==> src/rtl/my_pulse_pkg.sv <==
// Shared definitions for the pulse stretcher: state encoding and the
// elaboration-time width check for the pulse timer.
package my_pulse_pkg;

  typedef enum logic [1:0] {
    ST_IDLE = 2'd0,
    ST_HIGH = 2'd1,
    ST_GAP  = 2'd2
  } state_t;

  // True when value is representable in an unsigned field of the given width.
  function automatic bit fits_width(input int unsigned value, input int unsigned width);
    if (width >= 32) return 1'b1;
    return longint'(value) < (longint'(1) << width);
  endfunction

endpackage

==> src/rtl/my_down_counter.sv <==
// Loadable down-counter with a zero flag; saturates at zero when told to
// decrement so an idle timer never wraps.
module my_down_counter #(
  parameter int WIDTH = 20
) (
  input  logic             clk,
  input  logic             synch_reset,
  input  logic             ctrl_load,
  input  logic [WIDTH-1:0] load_value,
  input  logic             ctrl_decr,
  output logic [WIDTH-1:0] count,
  output logic             zero
);

  assign zero = (count == '0);

  always_ff @(posedge clk) begin
    if (synch_reset)              count <= '0;
    else if (ctrl_load)           count <= load_value;
    else if (ctrl_decr && !zero)  count <= count - 1'b1;
  end

endmodule

==> src/rtl/my_pulse_stretcher.sv <==
// Turns single-cycle event strobes into pulses with a guaranteed high time
// and low gap; events seen during a pulse are queued and replayed in order.
module my_pulse_stretcher
  import my_pulse_pkg::*;
#(
  parameter int HIGH_CYCLES = 500000,
  parameter int GAP_CYCLES  = 500000,
  parameter int CNT_WIDTH   = 20,
  parameter int PEND_WIDTH  = 4
) (
  input  logic                  clk,
  input  logic                  synch_reset,
  input  logic                  event_input,
  output logic                  signal_output,
  output logic                  busy,
  output logic [PEND_WIDTH-1:0] pending_count,
  output logic                  overflow
);

  if (HIGH_CYCLES < 1 || GAP_CYCLES < 1 ||
      !fits_width(HIGH_CYCLES - 1, CNT_WIDTH) ||
      !fits_width(GAP_CYCLES - 1, CNT_WIDTH)) begin : g_bad_params
    $error("my_pulse_stretcher: HIGH/GAP_CYCLES must be >=1 and fit CNT_WIDTH");
  end

  localparam logic [CNT_WIDTH-1:0]  HIGH_LOAD = CNT_WIDTH'(HIGH_CYCLES - 1);
  localparam logic [CNT_WIDTH-1:0]  GAP_LOAD  = CNT_WIDTH'(GAP_CYCLES - 1);
  localparam logic [PEND_WIDTH-1:0] PEND_MAX  = '1;

  state_t                state;
  logic                  t_load, t_decr, t_zero;
  logic [CNT_WIDTH-1:0]  t_value, timer;
  logic                  ev_queue, replay;

  my_down_counter #(.WIDTH(CNT_WIDTH)) u_timer (
    .clk        (clk),
    .synch_reset(synch_reset),
    .ctrl_load  (t_load),
    .load_value (t_value),
    .ctrl_decr  (t_decr),
    .count      (timer),
    .zero       (t_zero)
  );

  // The timer is reloaded on every state entry, otherwise it free-runs down.
  always_comb begin
    t_load   = 1'b0;
    t_value  = HIGH_LOAD;
    replay   = (state == ST_GAP) && t_zero && (pending_count != '0);
    ev_queue = event_input && (state != ST_IDLE);
    case (state)
      ST_IDLE: t_load = event_input;
      ST_HIGH: begin
        t_load  = t_zero;
        t_value = GAP_LOAD;
      end
      ST_GAP:  t_load = replay;
      default: t_load = 1'b0;
    endcase
    t_decr = (state != ST_IDLE) && !t_load;
  end

  always_ff @(posedge clk) begin
    if (synch_reset) begin
      state         <= ST_IDLE;
      signal_output <= 1'b0;
      busy          <= 1'b0;
      pending_count <= '0;
      overflow      <= 1'b0;
    end else begin
      case (state)
        ST_IDLE: if (event_input) begin
          state         <= ST_HIGH;
          signal_output <= 1'b1;
          busy          <= 1'b1;
        end
        ST_HIGH: if (t_zero) begin
          state         <= ST_GAP;
          signal_output <= 1'b0;
        end
        ST_GAP: if (t_zero) begin
          if (pending_count != '0) begin
            state         <= ST_HIGH;
            signal_output <= 1'b1;
          end else begin
            state <= ST_IDLE;
            busy  <= 1'b0;
          end
        end
        default: begin
          state         <= ST_IDLE;
          signal_output <= 1'b0;
          busy          <= 1'b0;
        end
      endcase

      // A new event and a replay on the same edge cancel out, even when full.
      if (ev_queue && !replay) begin
        if (pending_count == PEND_MAX) overflow <= 1'b1;
        else                           pending_count <= pending_count + 1'b1;
      end else if (replay && !ev_queue) begin
        pending_count <= pending_count - 1'b1;
      end
    end
  end

  a_idle_timer_zero: assert property (@(posedge clk) disable iff (synch_reset)
    (state == ST_IDLE) |-> (timer == '0));

endmodule

==> config.mk <==
export PLATFORM = sky130hd
export DESIGN_NAME = my_pulse_stretcher
export DESIGN_NICKNAME = d
export VERILOG_FILES = /design/src/rtl/my_pulse_pkg.sv /design/src/rtl/my_down_counter.sv /design/src/rtl/my_pulse_stretcher.sv
export SDC_FILE = /design/constraint.sdc
export NUM_CORES = 1
export LEC_CHECK = 0
export CORE_MARGIN = 5
export CORE_UTILIZATION = 40
export DETAILED_ROUTE_END_ITERATION = 6
export GPL_TIMING_DRIVEN = 1
export PLACE_DENSITY = 0.6
export SLEW_MARGIN = 15
export SYNTH_ARGS = -nofsm -noshare
export SYNTH_HDL_FRONTEND = slang
export SYNTH_SLANG_ARGS = --single-unit
==> constraint.sdc <==
create_clock -name clk -period 3.8 [get_ports clk]
set_clock_uncertainty 0.15 [all_clocks]
set_input_delay 0.38 -clock clk [delete_from_list [all_inputs] [get_ports clk]]
set_output_delay 0.38 -clock clk [all_outputs]
set_load 0.01 [all_outputs]
After elaboration in Yosys (flattened, before gate mapping)
Index checks and enable logic that the tools add are counted.

$add $sub $neg: 3. Equal/unequal tests: 9. Muxes and demuxes: 19. Bitwise operators: 1. Reductions and logical operators: 23.

Operators with widths (number): 2-to-1 mux 19 bit (2); zero test 20 bit (1); subtractor 20 x 1 -> 20 bit, second input constant (1); 2-to-1 mux 4 bit (3); inequality test 2 bit, second input constant (5); one-hot mux 1 bit (3 select lines) (3); AND reduction 4 bit (2); logical AND 1 bit (7); 2-to-1 mux 1 bit (7); 2-to-1 mux 2 bit (3); one-hot mux 2 bit (3 select lines) (1); nonzero test 2 bit (3); adder 4 x 1 -> 4 bit, second input constant (1); == test 4 bit, second input constant (1); zero test 1 bit (4); AND reduction 2 bit (2); nonzero test 4 bit (1); subtractor 4 x 1 -> 4 bit, second input constant (1); AND reduction 3 bit (1); == test 2 x 1 -> 1 bit, second input constant (1); == test 2 bit, second input constant (1); zero test 2 bit (1); inequality test 2 x 1 -> 1 bit, second input constant (1); OR reduction 2 bit (1); inverter 1 bit (1).

Register bits after elaboration: 29. Input port bits: 3. Logic and storage cells: 62.

Logic depth before layout (Yosys ltp)
Gate-level depths: netlist (run 1).

Depth in word-level cells: 9. Depth in mapped cells: 12. Depth with buffers taken out: 12.

Cells and area by module
A second synthesis (run 1) with hierarchy kept.

Cell total of the unflattened synthesis: 209. Area, all modules: 1808.0 µm².

Modules (own cells, without submodules): my_down_counter (times used 1, cells each 143, area each 1213.7 µm², sequential area each 400.4 µm²); my_pulse_stretcher (times used 1, cells each 66, area each 594.3 µm², sequential area each 180.2 µm²).

Worst setup path before layout (run 1)
Ideal clock, no wire load.

Path type: reg-to-reg. From: reg u_timer.count[10]. To: reg pending_count[3]. Library setup time: 121 ps. Data arrival time: 2825 ps. Data required time: 3529 ps. Path slack: 704 ps. Cell stages (with the launch flop): 11. Path buffers: 0. Cell sequence: dfxtp_1 or4_1 nor4_4 nand2_1 o21ai_0 ha_1 a21o_1 a21oi_1 nor2b_1 mux2i_1 mux2_2.

Longest elaborated chain between the ends: 7. Elaborated cells on any way between the ends: 10. Classes of those cells: eq/ne (1); mux (1); reduce/logical (8).

Ends and longest elaborated chain: start, declared (line my_down_counter.sv:11) `output logic [WIDTH-1:0] count,`; start signal, assigned (line my_down_counter.sv:19) `else if (ctrl_load) count <= load_value;`; start signal, assigned (line my_down_counter.sv:20) `else if (ctrl_decr && !zero) count <= count - 1'b1;`; zero test 20 bit * (line my_down_counter.sv:15) `assign zero = (count == '0);`; logical AND 1 bit * (2 in series) (line my_pulse_stretcher.sv:49) `replay = (state == ST_GAP) && t_zero && (pending_count != '0);`; zero test 1 bit (line my_pulse_stretcher.sv:98) `if (ev_queue && !replay) begin`; logical AND 1 bit (line my_pulse_stretcher.sv:98); inequality test 2 bit (no line) or nonzero test 2 bit (tied branches); AND reduction 2 bit (no line); end signal, assigned (line my_pulse_stretcher.sv:100) `else pending_count <= pending_count + 1'b1;`; end signal, assigned (line my_pulse_stretcher.sv:102) `pending_count <= pending_count - 1'b1;`; end, declared (line my_pulse_stretcher.sv:16) `output logic [PEND_WIDTH-1:0] pending_count,`.

Mark *: on every way between the ends. The rest lies on a longest branch, timed or not. A chain may end at the register's enable or synchronous reset.

Worst setup path after layout (run 1)
From: reg u_timer.count[5]. To: reg pending_count[3].

The elaborated chain is that of the path after synthesis.

==> flow_metrics.env, run 1 <==
export IMPL_status="finished, final reports clean"
export IMPL_max_stage_delay_ns=0.68
export IMPL_timing_rr_end="pending_count[3]$_SDFFE_PP0P_"
export IMPL_fp_dieH_um=73.8
export IMPL_overflow=0
export IMPL_slowest_stage="or4_1"
export IMPL_crit_type="flop to flop"
export IMPL_cts_buffer_depth=2
export IMPL_clock_fmax_mhz=287
export IMPL_cts_htree_levels=2
export IMPL_syn_nets=192
export IMPL_start_kind="flop"
export IMPL_rows=23
export IMPL_synth_largest_area_cell="dfxtp_1"
export IMPL_timing_reg2reg_setup_slack_ns=0.32
export IMPL_synth_top_cell_area_share_pct=35.6
export IMPL_tns_ns=0
export IMPL_drt_total_wl_um=3680
export IMPL_path_buf_inv=0
export IMPL_dp_hpwl_um=2710
export IMPL_setup_viol=0
export IMPL_holdBufCountCts=0
export IMPL_grt_pass1_vias=1417
export IMPL_utilization_pct=46.8
export IMPL_hold_start="signal_output$_SDFFE_PP0P_"
export IMPL_dieArea_mm2=0.00545
export IMPL_peakVddDrop_mv=0.173
export IMPL_areaGrowthSynthToFinish_pct=14.1
export IMPL_viasPerCell=5.62
export IMPL_io_buffers=9
export IMPL_n_antenna_cell=0
export IMPL_die_width_um=73.8
export IMPL_fin_crit_ns=3.48
export IMPL_p_leak_nw=0.656
export IMPL_cap_violations=0
export IMPL_r2r_start="u_timer.count[5]$_SDFFE_PP0P_"
export IMPL_synth_edf_count=0
export IMPL_nFillCells=389
export IMPL_clock_sinks=29
export IMPL_cp_end_kind="flop"
export IMPL_synth_area_per_cell_um2=8.85
export IMPL_ys_seq_elements=29
export IMPL_postCtsSetupRepairBufs=0
export IMPL_insertion_delay_ns=0.28
export IMPL_grt_pass1_wl_um=6360
export IMPL_hold_violations=0
export IMPL_drt_pass1_iter_count=4
export IMPL_yosysMostFrequentCell="dfxtp_1"
export IMPL_ys_top_cells_by_count="dfxtp_1 (29), nor2_1 (22), a21oi_1 (17)"
export IMPL_path_delay_family="simple AND/OR/NAND/NOR gates"
export IMPL_power_frac_comb_pct=23.8
export IMPL_rsz0062_at_grt="false"
export IMPL_wl_per_cell_um=15.0
export IMPL_vias=1376
export IMPL_cts_made_buffers=5
export IMPL_synth_distinct_cells=44
export IMPL_grt_max_degree=18
export IMPL_place_gp_congestion=0.818
export IMPL_drc=0
export IMPL_p_clk_share_pct=33.6
export IMPL_internal_power_w=0.000577
export IMPL_final_max_slew_viol_count=0
export IMPL_ant_nets=0
export IMPL_seq_power_share_pct=42.6
export IMPL_whs_ns=0.326
export IMPL_cts_root_buf="clkbuf_8"
export IMPL_p_per_area_mw_per_mm2=451
export IMPL_grt_antenna_before_repair=0
export IMPL_worstRegToRegCells=10
export IMPL_ys_warn_count=0
export IMPL_switching_power_w=0.000260
export IMPL_core_area_mm2=0.00397
export IMPL_required_ns=3.82
export IMPL_clk_pin_slew_ns=0.07
export IMPL_layout_drive_gt1_share_pct=11.8
export IMPL_worstHoldPathCells=2
export IMPL_seq_area_frac_synth_pct=35.6
export IMPL_async_reset_ff_share_pct=0
export IMPL_min_to="signal_output$_SDFFE_PP0P_"
export IMPL_netlist_area_mm2=0.00163
export IMPL_synthFlopType="dfxtp_1"
export IMPL_crit_path_max_fanout=7
export IMPL_swShare_pct=31.1
export IMPL_synth_area_leaders="dfxtp_1 (36%), a21oi_1 (5.2%), nor2_1 (5.1%), xor2_1 (3.8%), xnor2_1 (3.2%)"
export IMPL_initial_core_util_pct=41.0
export IMPL_nets=202
export IMPL_cts_resized=0
export IMPL_drt_iter0_drc=55
export IMPL_worst_slew_pin_slew_ns=0.793
export IMPL_hold_class="flop to flop"
export IMPL_slew_limit_headroom_pct=46.6
export IMPL_path_cells="or4_1 -> nor4_4 -> nand2_1 -> o21ai_0 -> ha_1 -> a21o_1 -> a21oi_1 -> nor2b_1 -> mux2i_1 -> mux2_2"
export IMPL_syn_inst=184
export IMPL_cts_tree="built"
export IMPL_crit_arrival_ns=3.51
export IMPL_post_route_period_util_pct=91.6
export IMPL_pin_count=10
export IMPL_grt_use_total_pct=15.0
==> cell usage in the layout (no fill, tap or decap), drive strengths merged, types with 3 or more instances in the layout <==
cell type,count
dfxtp,29
nor2,22
a21oi,17
clkdlybuf4s50,9
nand2,7
nor2b,7
xor2,7
clkbuf,7
o21ai,6
nand4,6
xnor2,6
nand2b,5
nor3,5
nor4,5
mux2i,4
nand3,4
ha,4
or4,4
inv,3
nand3b,3
nor3b,3
and2,3
mux2,3
a211oi,3
==> how the worst max path moves through the flow <==
| stage | from | endpoint | slack (ns) | cells after the start |
|---|---|---|---|---|
| final | u_timer.count[5]$_SDFFE_PP0P_ | pending_count[3]$_SDFFE_PP0P_ | 0.32 | 10 |
| after global routing | u_timer.count[5]$_SDFFE_PP0P_ | pending_count[3]$_SDFFE_PP0P_ | 0.08 | 10 |
| after CTS | u_timer.count[5]$_SDFFE_PP0P_ | pending_count[3]$_SDFFE_PP0P_ | 0.33 | 10 |
| after detailed placement | u_timer.count[5]$_SDFFE_PP0P_ | pending_count[3]$_SDFFE_PP0P_ | 0.34 | 10 |
| after global placement | u_timer.count[5]$_SDFFE_PP0P_ | pending_count[3]$_SDFFE_PP0P_ | 0.47 | 10 |
| after floorplan | u_timer.count[10]$_SDFFE_PP0P_ | pending_count[3]$_SDFFE_PP0P_ | 0.70 | 10 |
==> registers in the layout, indices dropped and copies added, names as in the netlist <==
register / flops
pending_count: 4
signal_output: 1
busy: 1
u_timer.count: 20
state: 2
overflow: 1
==> per-layer routing <==
metal  wire (µm)  GRT usage [%]
met5           0              0
met2        1770           25.9
met3         123           3.42
met4          46           6.44
met1        1740           17.5
==> logic make-up after synthesis <==
| group | share of synthesized area, % |
|---|---|
| and+or+nand+nor | 29.5 |
| buffers and inverters | 3.15 |
| DFF | 35.6 |
| adders and majority gates | 4.30 |
| AOI/OAI and AO/OA | 15.9 |
| xor gates and xnor gates | 6.99 |
| muxes | 4.53 |
==> final cells by class <==
cell class,count,area [µm²],share of cell area [%]
Inverter,3,11.3,0.606
Sequential cell,29,581,31.2
Clock inverter,1,5.00,0.269
Timing Repair Buffer,11,105,5.66
Clock buffer,7,96.3,5.19
Tap cell,50,62.6,3.37
Multi-Input combinational cell,144,997,53.7
==> power by group through the flow <==
stage | Sequential, W | Clock (W) | Combinational [W]
2_1_floorplan | 0.000358 | 0 | 0.000152
3_3_place_gp | 0.000361 | 0 | 0.000195
3_5_place_dp | 0.000363 | 0 | 0.000199
4_1_cts | 0.000356 | 0.000289 | 0.000200
5_1_grt | 0.000361 | 0.000301 | 0.000223
6_report | 0.000357 | 0.000281 | 0.000199
==> worst register-to-register path, stage by stage, from the launching register on <==
cell,delay [ns]
dfxtp_1,0.37
or4_1,0.69
nor4_4,0.36
nand2_1,0.13
o21ai_0,0.44
ha_1,0.33
a21o_1,0.17
a21oi_1,0.18
nor2b_1,0.06
mux2i_1,0.15
mux2_2,0.35
==> metrics by stage <==
| stage | setup WS, ns | total power (W) | std cells | instance area [µm²] |
|---|---|---|---|---|
| floorplan | 0.704 | 0.000510 | 184 | 1630 |
| global placement | 0.467 | 0.000556 | 237 | 1760 |
| detailed placement | 0.340 | 0.000562 | 237 | 1760 |
| CTS | 0.329 | 0.000846 | 245 | 1860 |
| global route | 0.0825 | 0.000885 | 245 | 1860 |
| finish | 0.318 | 0.000838 | 245 | 1860 |
No activity file was read; power rests on OpenSTA's default activity.
==> inputs of run 2 (changes only) <==
- ABC_AREA: unset -> 1
- CORE_MARGIN: 5 -> 4
==> run 2 against run 1 <==
Combinational power grew to 4.3 times the previous value. Die area is 3.3% lower. Final cell count is 27% higher. Power is 89% higher. Sequential share of layout area is 0.33 points lower. Hold slack worse by 0.013 ns. Critical endpoint unchanged. Setup slack better by 0.94 ns. Routed wire length is 7.6% lower. Clock power is 14% lower. Synthesized cell count is 34% higher. Final area is 1.1% higher. Utilization is 0.17 points lower. Highest routed layer unchanged.
==> flow_metrics.env, run 2 <==
export IMPL_core_area_mm2=0.00403
export IMPL_cts_buffer_depth=2
export IMPL_dp_hpwl_um=2480
export IMPL_nets=269
export IMPL_seq_power_share_pct=31.1
export IMPL_slew_limit_headroom_pct=64.2
export IMPL_holdBufCountCts=0
export IMPL_drc=0
export IMPL_pre_cts_ws_ns=1.15
export IMPL_initial_core_util_pct=41.4
export IMPL_dieArea_mm2=0.00527
export IMPL_cts_htree_levels=2
export IMPL_io_buffers=9
export IMPL_hold_violations=0
export IMPL_ant_nets=0
export IMPL_drt_pass1_iter_count=4
export IMPL_largest_register="u_timer.count"
export IMPL_slowest_stage="dfxtp_1"
export IMPL_place_gp_congestion=0.785
export IMPL_grt_use_total_pct=15.0
export IMPL_ys_top_cells_by_count="nand2_1 (58), nor2_1 (36), inv_1 (31), dfxtp_1 (29), a21oi_1 (20)"
export IMPL_post_route_period_util_pct=67.0
export IMPL_reg_largest_list="u_timer.count: 20 flops, pending_count: 4 flops, state: 2 flops"
export IMPL_crit_arrival_ns=2.62
export IMPL_crit_path_max_fanout=5
export IMPL_grt_pass1_vias=1430
export IMPL_start_kind="flop"
export IMPL_layout_drive_gt1_share_pct=9.92
export IMPL_grt_antenna_before_repair=0
export IMPL_grt_pass1_wl_um=6170
export IMPL_fin_crit_ns=2.55
export IMPL_yosysMostFrequentCell="nand2_1"
export IMPL_dpl_instance_area_mm2=0.00180
export IMPL_grt_max_degree=18
export IMPL_ys_seq_elements=29
export IMPL_overflow=0
export IMPL_synth_edf_count=0
export IMPL_required_ns=3.87
export IMPL_syn_inst=247
export IMPL_mostFrequentLayoutCell="nand2_1"
export IMPL_crit_path_frequent_cell="nand2_1"
export IMPL_mostFrequentLayoutCells="nand2_1 (58), nor2_1 (36), inv_1 (31), dfxtp_1 (29), a21oi_1 (20)"
export IMPL_crit_type="flop to flop"
export IMPL_viasPerCell=4.87
export IMPL_drt_total_wl_um=3400
export IMPL_syn_nets=255
export IMPL_n_antenna_cell=0
export IMPL_synth_area_leaders="dfxtp_1 (35%), nand2_1 (13%), nor2_1 (8.1%), inv_1 (7.0%), a21oi_1 (6.0%)"
export IMPL_synthFlopType="dfxtp_1"
export IMPL_rsz0062_at_grt="false"
export IMPL_areaGrowthSynthToFinish_pct=12.6
export IMPL_clock_sinks=29
export IMPL_setup_viol=0
export IMPL_die_width_um=72.6
export IMPL_vias=1520
export IMPL_rows=23
export IMPL_synth_largest_area_cell="dfxtp_1"
export IMPL_worst_slack_ns=1.25
export IMPL_async_reset_ff_share_pct=0
export IMPL_hold_class="flop to flop"
export IMPL_clk_pin_slew_ns=0.06
export IMPL_cts_tree="built"
export IMPL_path_buf_inv=3
export IMPL_worstRegToRegCells=18
export IMPL_worstHoldPathCells=2
export IMPL_p_per_area_mw_per_mm2=842
export IMPL_cap_violations=0
export IMPL_wl_per_cell_um=10.9
export IMPL_power_total_w=0.00158
export IMPL_worst_slew_pin_slew_ns=0.536
export IMPL_largest_register_ff_count=20
export IMPL_synth_area_per_cell_um2=6.75
export IMPL_design_area_mm2=0.00188
export IMPL_timing_reg2reg_setup_slack_ns=1.25
export IMPL_switching_power_w=0.000750
export IMPL_seq_area_frac_synth_pct=34.8
export IMPL_synth_top_cell_area_share_pct=34.8
export IMPL_max_stage_delay_ns=0.33
export IMPL_path_cells="inv_1 -> ha_1 -> inv_1 -> nor2_1 -> nand2_1 -> nor2_4 -> nand4_1 -> nand2_1 -> ha_1 -> nand2_1 -> nand2_1 -> a31oi_1 -> inv_1 -> nand2_1 -> nand2_1 -> nor2_2 -> nor2_1 -> nor2_1"
export IMPL_synth_distinct_cells=28
export IMPL_swShare_pct=47.4
export IMPL_timing_rr_end="pending_count[3]$_SDFFE_PP0P_"
export IMPL_final_max_slew_viol_count=0
export IMPL_cts_made_buffers=5
export IMPL_netlist_area_mm2=0.00167
export IMPL_p_leak_nw=0.850
export IMPL_power_frac_comb_pct=53.5
export IMPL_p_clk_share_pct=15.4
export IMPL_cts_root_buf="clkbuf_8"
export IMPL_fp_dieH_um=72.6
export IMPL_peakVddDrop_mv=0.273
export IMPL_cp_end_kind="flop"
export IMPL_postCtsSetupRepairBufs=0
export IMPL_cts_resized=0
export IMPL_pin_count=10
export IMPL_insertion_delay_ns=0.28
export IMPL_tns_ns=0
export IMPL_internal_power_w=0.000832
export IMPL_min_to="signal_output$_SDFFE_PP0P_"
export IMPL_hold_start="signal_output$_SDFFE_PP0P_"
export IMPL_path_delay_family="simple AND/OR/NAND/NOR gates"
export IMPL_r2r_start="u_timer.count[0]$_SDFFE_PP0P_"
export IMPL_clock_fmax_mhz=393
export IMPL_ys_warn_count=0
export IMPL_drt_iter0_drc=88
export IMPL_utilization_pct=46.6
export IMPL_status="finished, final reports clean"
[run 2: cell types whose count changed after synthesis, moves of 6 or more]
cell,delta
nand2_1,+51
inv_1,+28
nor2_1,+14
nand3_1,+10
nor2b_1,-7
xnor2_1,-6
[run 2: tightest hold or removal path, stage by stage (launching register included)]
cell	delay [ns]
dfxtp_1	0.31
nand2_1	0.06
a21oi_1	0.05
[run 2: worst max path at each step]
stage	start	to	slack (ns)	cells past startpoint
floorplan	u_timer.count[0]$_SDFFE_PP0P_	pending_count[3]$_SDFFE_PP0P_	1.53	17
global placement	event_input	pending_count[3]$_SDFFE_PP0P_	1.22	13
detailed placement	event_input	pending_count[3]$_SDFFE_PP0P_	1.15	13
CTS	u_timer.count[0]$_SDFFE_PP0P_	pending_count[3]$_SDFFE_PP0P_	1.24	18
global route	u_timer.count[0]$_SDFFE_PP0P_	pending_count[3]$_SDFFE_PP0P_	0.94	18
finish	u_timer.count[0]$_SDFFE_PP0P_	pending_count[3]$_SDFFE_PP0P_	1.25	18
[run 2: metrics by stage]
step / hold slack [ns] / std cells
after floorplan: 0.299 / 247
after global placement: 0.299 / 304
after detailed placement: 0.307 / 304
after CTS: 0.315 / 312
after global routing: 0.334 / 312
final: 0.313 / 312
[run 2: layer usage]
| metal | global-route usage, % | vias up | share of wire [%] |
|---|---|---|---|
| met5 | 0 | - | 0 |
| met4 | 5.53 | 0 | 1.7 |
| met3 | 4.96 | 7 | 3.5 |
| met2 | 23.9 | 21 | 43 |
| met1 | 18.8 | 675 | 51 |
| li1 | - | 817 | - |
[run 2: area by class of cell]
cell class | instances | area, µm²
Inverter | 36 | 140
Tap cell | 50 | 62.6
Timing Repair Buffer | 9 | 90.1
Fill cell | 433 | 2150
Clock buffer | 8 | 80.1
Sequential cell | 29 | 581
Multi-Input combinational cell | 180 | 925
[run 2: cell families after synthesis]
kind of cell | count (synthesis) | synth area share, %
AOI/OAI and AO/OA | 39 | 13.0
xor gates and xnor gates | 2 | 1.05
adders and majority gates | 5 | 4.20
buffers and inverters | 38 | 9.75
DFF | 29 | 34.8
and+or+nand+nor | 134 | 37.2
[run 2: power by group through the flow]
stage          clock network (W)  registers (W)  logic, W
4_1_cts                 0.000252       0.000491  0.000851
3_5_place_dp                   0       0.000497  0.000843
6_report                0.000243       0.000492  0.000846
5_1_grt                 0.000269       0.000508  0.000974
3_3_place_gp                   0       0.000496  0.000840
2_1_floorplan                  0       0.000488  0.000671
==> inputs of run 3 (changes only) <==
- PLACE_DENSITY: 0.6 -> 0.63
- clock period: 3.8 -> 2.33 ns (I/O delays scaled with it)
==> run 3 against run 2 <==
Non-clock buffer count rose by 14. Clock-buffer cell count fell by 1. Routed wire length rose by 5.2%. Register-to-register slack got worse by 1.2 ns. Final cell count rose by 4.5%. Sequential cell count did not move. Maximum frequency rose by 14%. Hold slack got worse by 0.0013 ns.
==> flow_metrics.env, run 3 (synthesis gave the netlist of run 2 again) <==
export IMPL_worstRegToRegCells=17
export IMPL_io_buffers=9
export IMPL_status="finished, final reports clean"
export IMPL_worst_slack_ns=0.0929
export IMPL_slew_limit_headroom_pct=62.6
export IMPL_mostFrequentLayoutCell="nand2_1"
export IMPL_place_gp_congestion=0.868
export IMPL_hold_violations=0
export IMPL_clk_pin_slew_ns=0.06
export IMPL_cts_htree_levels=2
export IMPL_layout_drive_gt1_share_pct=18.5
export IMPL_vias=1563
export IMPL_reg_largest_list="u_timer.count: 20 flops, pending_count: 4 flops, state: 2 flops"
export IMPL_mostFrequentLayoutCells="nand2_1 (56), nor2_1 (36), inv_1 (28), dfxtp_1 (28), a21oi_1 (20)"
export IMPL_die_width_um=72.6
export IMPL_clock_fmax_mhz=447
export IMPL_drt_total_wl_um=3570
export IMPL_start_kind="flop"
export IMPL_nFillCells=429
export IMPL_largest_register_ff_count=20
export IMPL_clock_sinks=29
export IMPL_overflow=0
export IMPL_pin_count=10
export IMPL_nets=283
export IMPL_grt_pass1_vias=1405
export IMPL_hold_class="flop to flop"
export IMPL_cts_buffer_depth=2
export IMPL_drt_pass1_iter_count=4
export IMPL_worst_slew_pin_slew_ns=0.560
export IMPL_r2r_start="u_timer.count[0]$_SDFFE_PP0P_"
export IMPL_grt_pass1_wl_um=6070
export IMPL_dp_hpwl_um=2560
export IMPL_fp_dieH_um=72.6
export IMPL_largest_register="u_timer.count"
export IMPL_rows=23
export IMPL_pre_cts_ws_ns=-0.0154
export IMPL_crit_type="flop to flop"
export IMPL_cap_violations=0
export IMPL_endpoint="pending_count[3]$_SDFFE_PP0P_"
export IMPL_cts_root_buf="clkbuf_8"
export IMPL_initial_core_util_pct=41.4
export IMPL_areaGrowthSynthToFinish_pct=22.1
export IMPL_setup_viol=0
export IMPL_cts_tree="built"
export IMPL_holdBufCountCts=0
export IMPL_drt_iter0_drc=70
export IMPL_n_antenna_cell=0
export IMPL_post_route_period_util_pct=96.0
export IMPL_crit_arrival_ns=2.26
export IMPL_drc=0
export IMPL_dieArea_mm2=0.00527
export IMPL_whs_ns=0.312
export IMPL_critical_path_startpoint="u_timer.count[0]$_SDFFE_PP0P_"
export IMPL_grt_max_degree=18
export IMPL_cts_made_buffers=5
export IMPL_worstHoldPathCells=2
export IMPL_required_ns=2.35
export IMPL_timing_reg2reg_setup_slack_ns=0.09
export IMPL_core_area_mm2=0.00403
export IMPL_ant_nets=0
export IMPL_wl_per_cell_um=11.0
export IMPL_rsz0062_at_grt="true"
export IMPL_p_per_area_mw_per_mm2=1390
export IMPL_fin_crit_ns=2.24
export IMPL_design_area_mm2=0.00204
export IMPL_p_leak_nw=0.933
export IMPL_regArea_um2=582
export IMPL_timing_rr_end="pending_count[3]$_SDFFE_PP0P_"
export IMPL_cp_end_kind="flop"
export IMPL_grt_use_total_pct=14.4
export IMPL_grt_antenna_before_repair=0
export IMPL_dpl_instance_area_mm2=0.00189
export IMPL_final_max_slew_viol_count=0
export IMPL_multi_input_area_um2=955
export IMPL_viasPerCell=4.79
export IMPL_peakVddDrop_mv=0.604
export IMPL_insertion_delay_ns=0.28
export IMPL_crit_path_max_fanout=3
## run 3: cell count changes in the layout (fill, tap and decap cells not counted)
| cell | change |
|---|---|
| inv_2 | +3 |
| nand2_1 | -2 |
| buf_4 | +14 |
| clkbuf_8 | +2 |
| dfxtp_1 | -1 |
| ha_1 | -2 |
| inv_1 | -3 |
| ha_4 | +2 |
| nand2_2 | +2 |
| clkinv_2 | +1 |
| clkbuf_1 | -3 |
| dfxtp_2 | +1 |
## run 3: worst min-delay path by stage
stage	slack, ns	from	to
finish	0.31	signal_output$_SDFFE_PP0P_	signal_output$_SDFFE_PP0P_
global route	0.33	signal_output$_SDFFE_PP0P_	signal_output$_SDFFE_PP0P_
CTS	0.31	signal_output$_SDFFE_PP0P_	signal_output$_SDFFE_PP0P_
detailed placement	0.31	signal_output$_SDFFE_PP0P_	signal_output$_SDFFE_PP0P_
global placement	0.30	signal_output$_SDFFE_PP0P_	signal_output$_SDFFE_PP0P_
floorplan	0.15	synch_reset	busy$_SDFFE_PP0P_
## run 3: power by group
part | total (W) | internal (W) | switching, W
Clock | 0.000458 | 0.000267 | 0.000192
Combinational | 0.00160 | 0.000626 | 0.000971
Sequential | 0.000771 | 0.000657 | 0.000114
## run 3: worst max-delay path, stage by stage, from the launching register on
cell and delay [ns]:
dfxtp_2 0.33, inv_2 0.07, ha_4 0.12, inv_2 0.03, nor2_1 0.08, nand2_1 0.09
nor2_4 0.12, nand4_1 0.12, nand2_2 0.15, ha_4 0.22, nand2_2 0.05, nand2_1 0.05
a31oi_1 0.19, nand3_1 0.12, nand2_1 0.09, nor2_2 0.03, nor2_1 0.08, nor2_1 0.04
## run 3: per-layer routing
| metal | track usage (%) | wire [µm] | vias up |
|---|---|---|---|
| met5 | 0 | 0 | - |
| met4 | 5.53 | 55 | 0 |
| met3 | 3.31 | 103 | 7 |
| met2 | 23.1 | 1610 | 22 |
| met1 | 18.8 | 1800 | 691 |
| li1 | - | - | 843 |
## run 3: cell type report
type / instances / area share [%]
multi-input cells: 180 / 46.9
clock buffers: 7 / 4.73
flip-flops and latches: 29 / 28.6
well taps: 50 / 3.07
repair buffers: 23 / 9.59
inverters: 36 / 6.88
clock inverters: 1 / 0.246
## run 3: per-stage QoR
stage	instances	util, %	power [W]	TNS [ns]
floorplan	247	-	0.00189	0
global placement	316	46.9	0.00229	0
detailed placement	316	46.9	0.00230	-0.0154
CTS	325	49.6	0.00278	0
global route	326	50.5	0.00311	-0.0626
finish	326	50.5	0.00283	0
## run 3: timing repair
item	CTS	global route
gates cloned	0	0
setup buffers	1	1
pin swaps	1	11
resized for setup	1	8
setup endpoints to repair	1	1
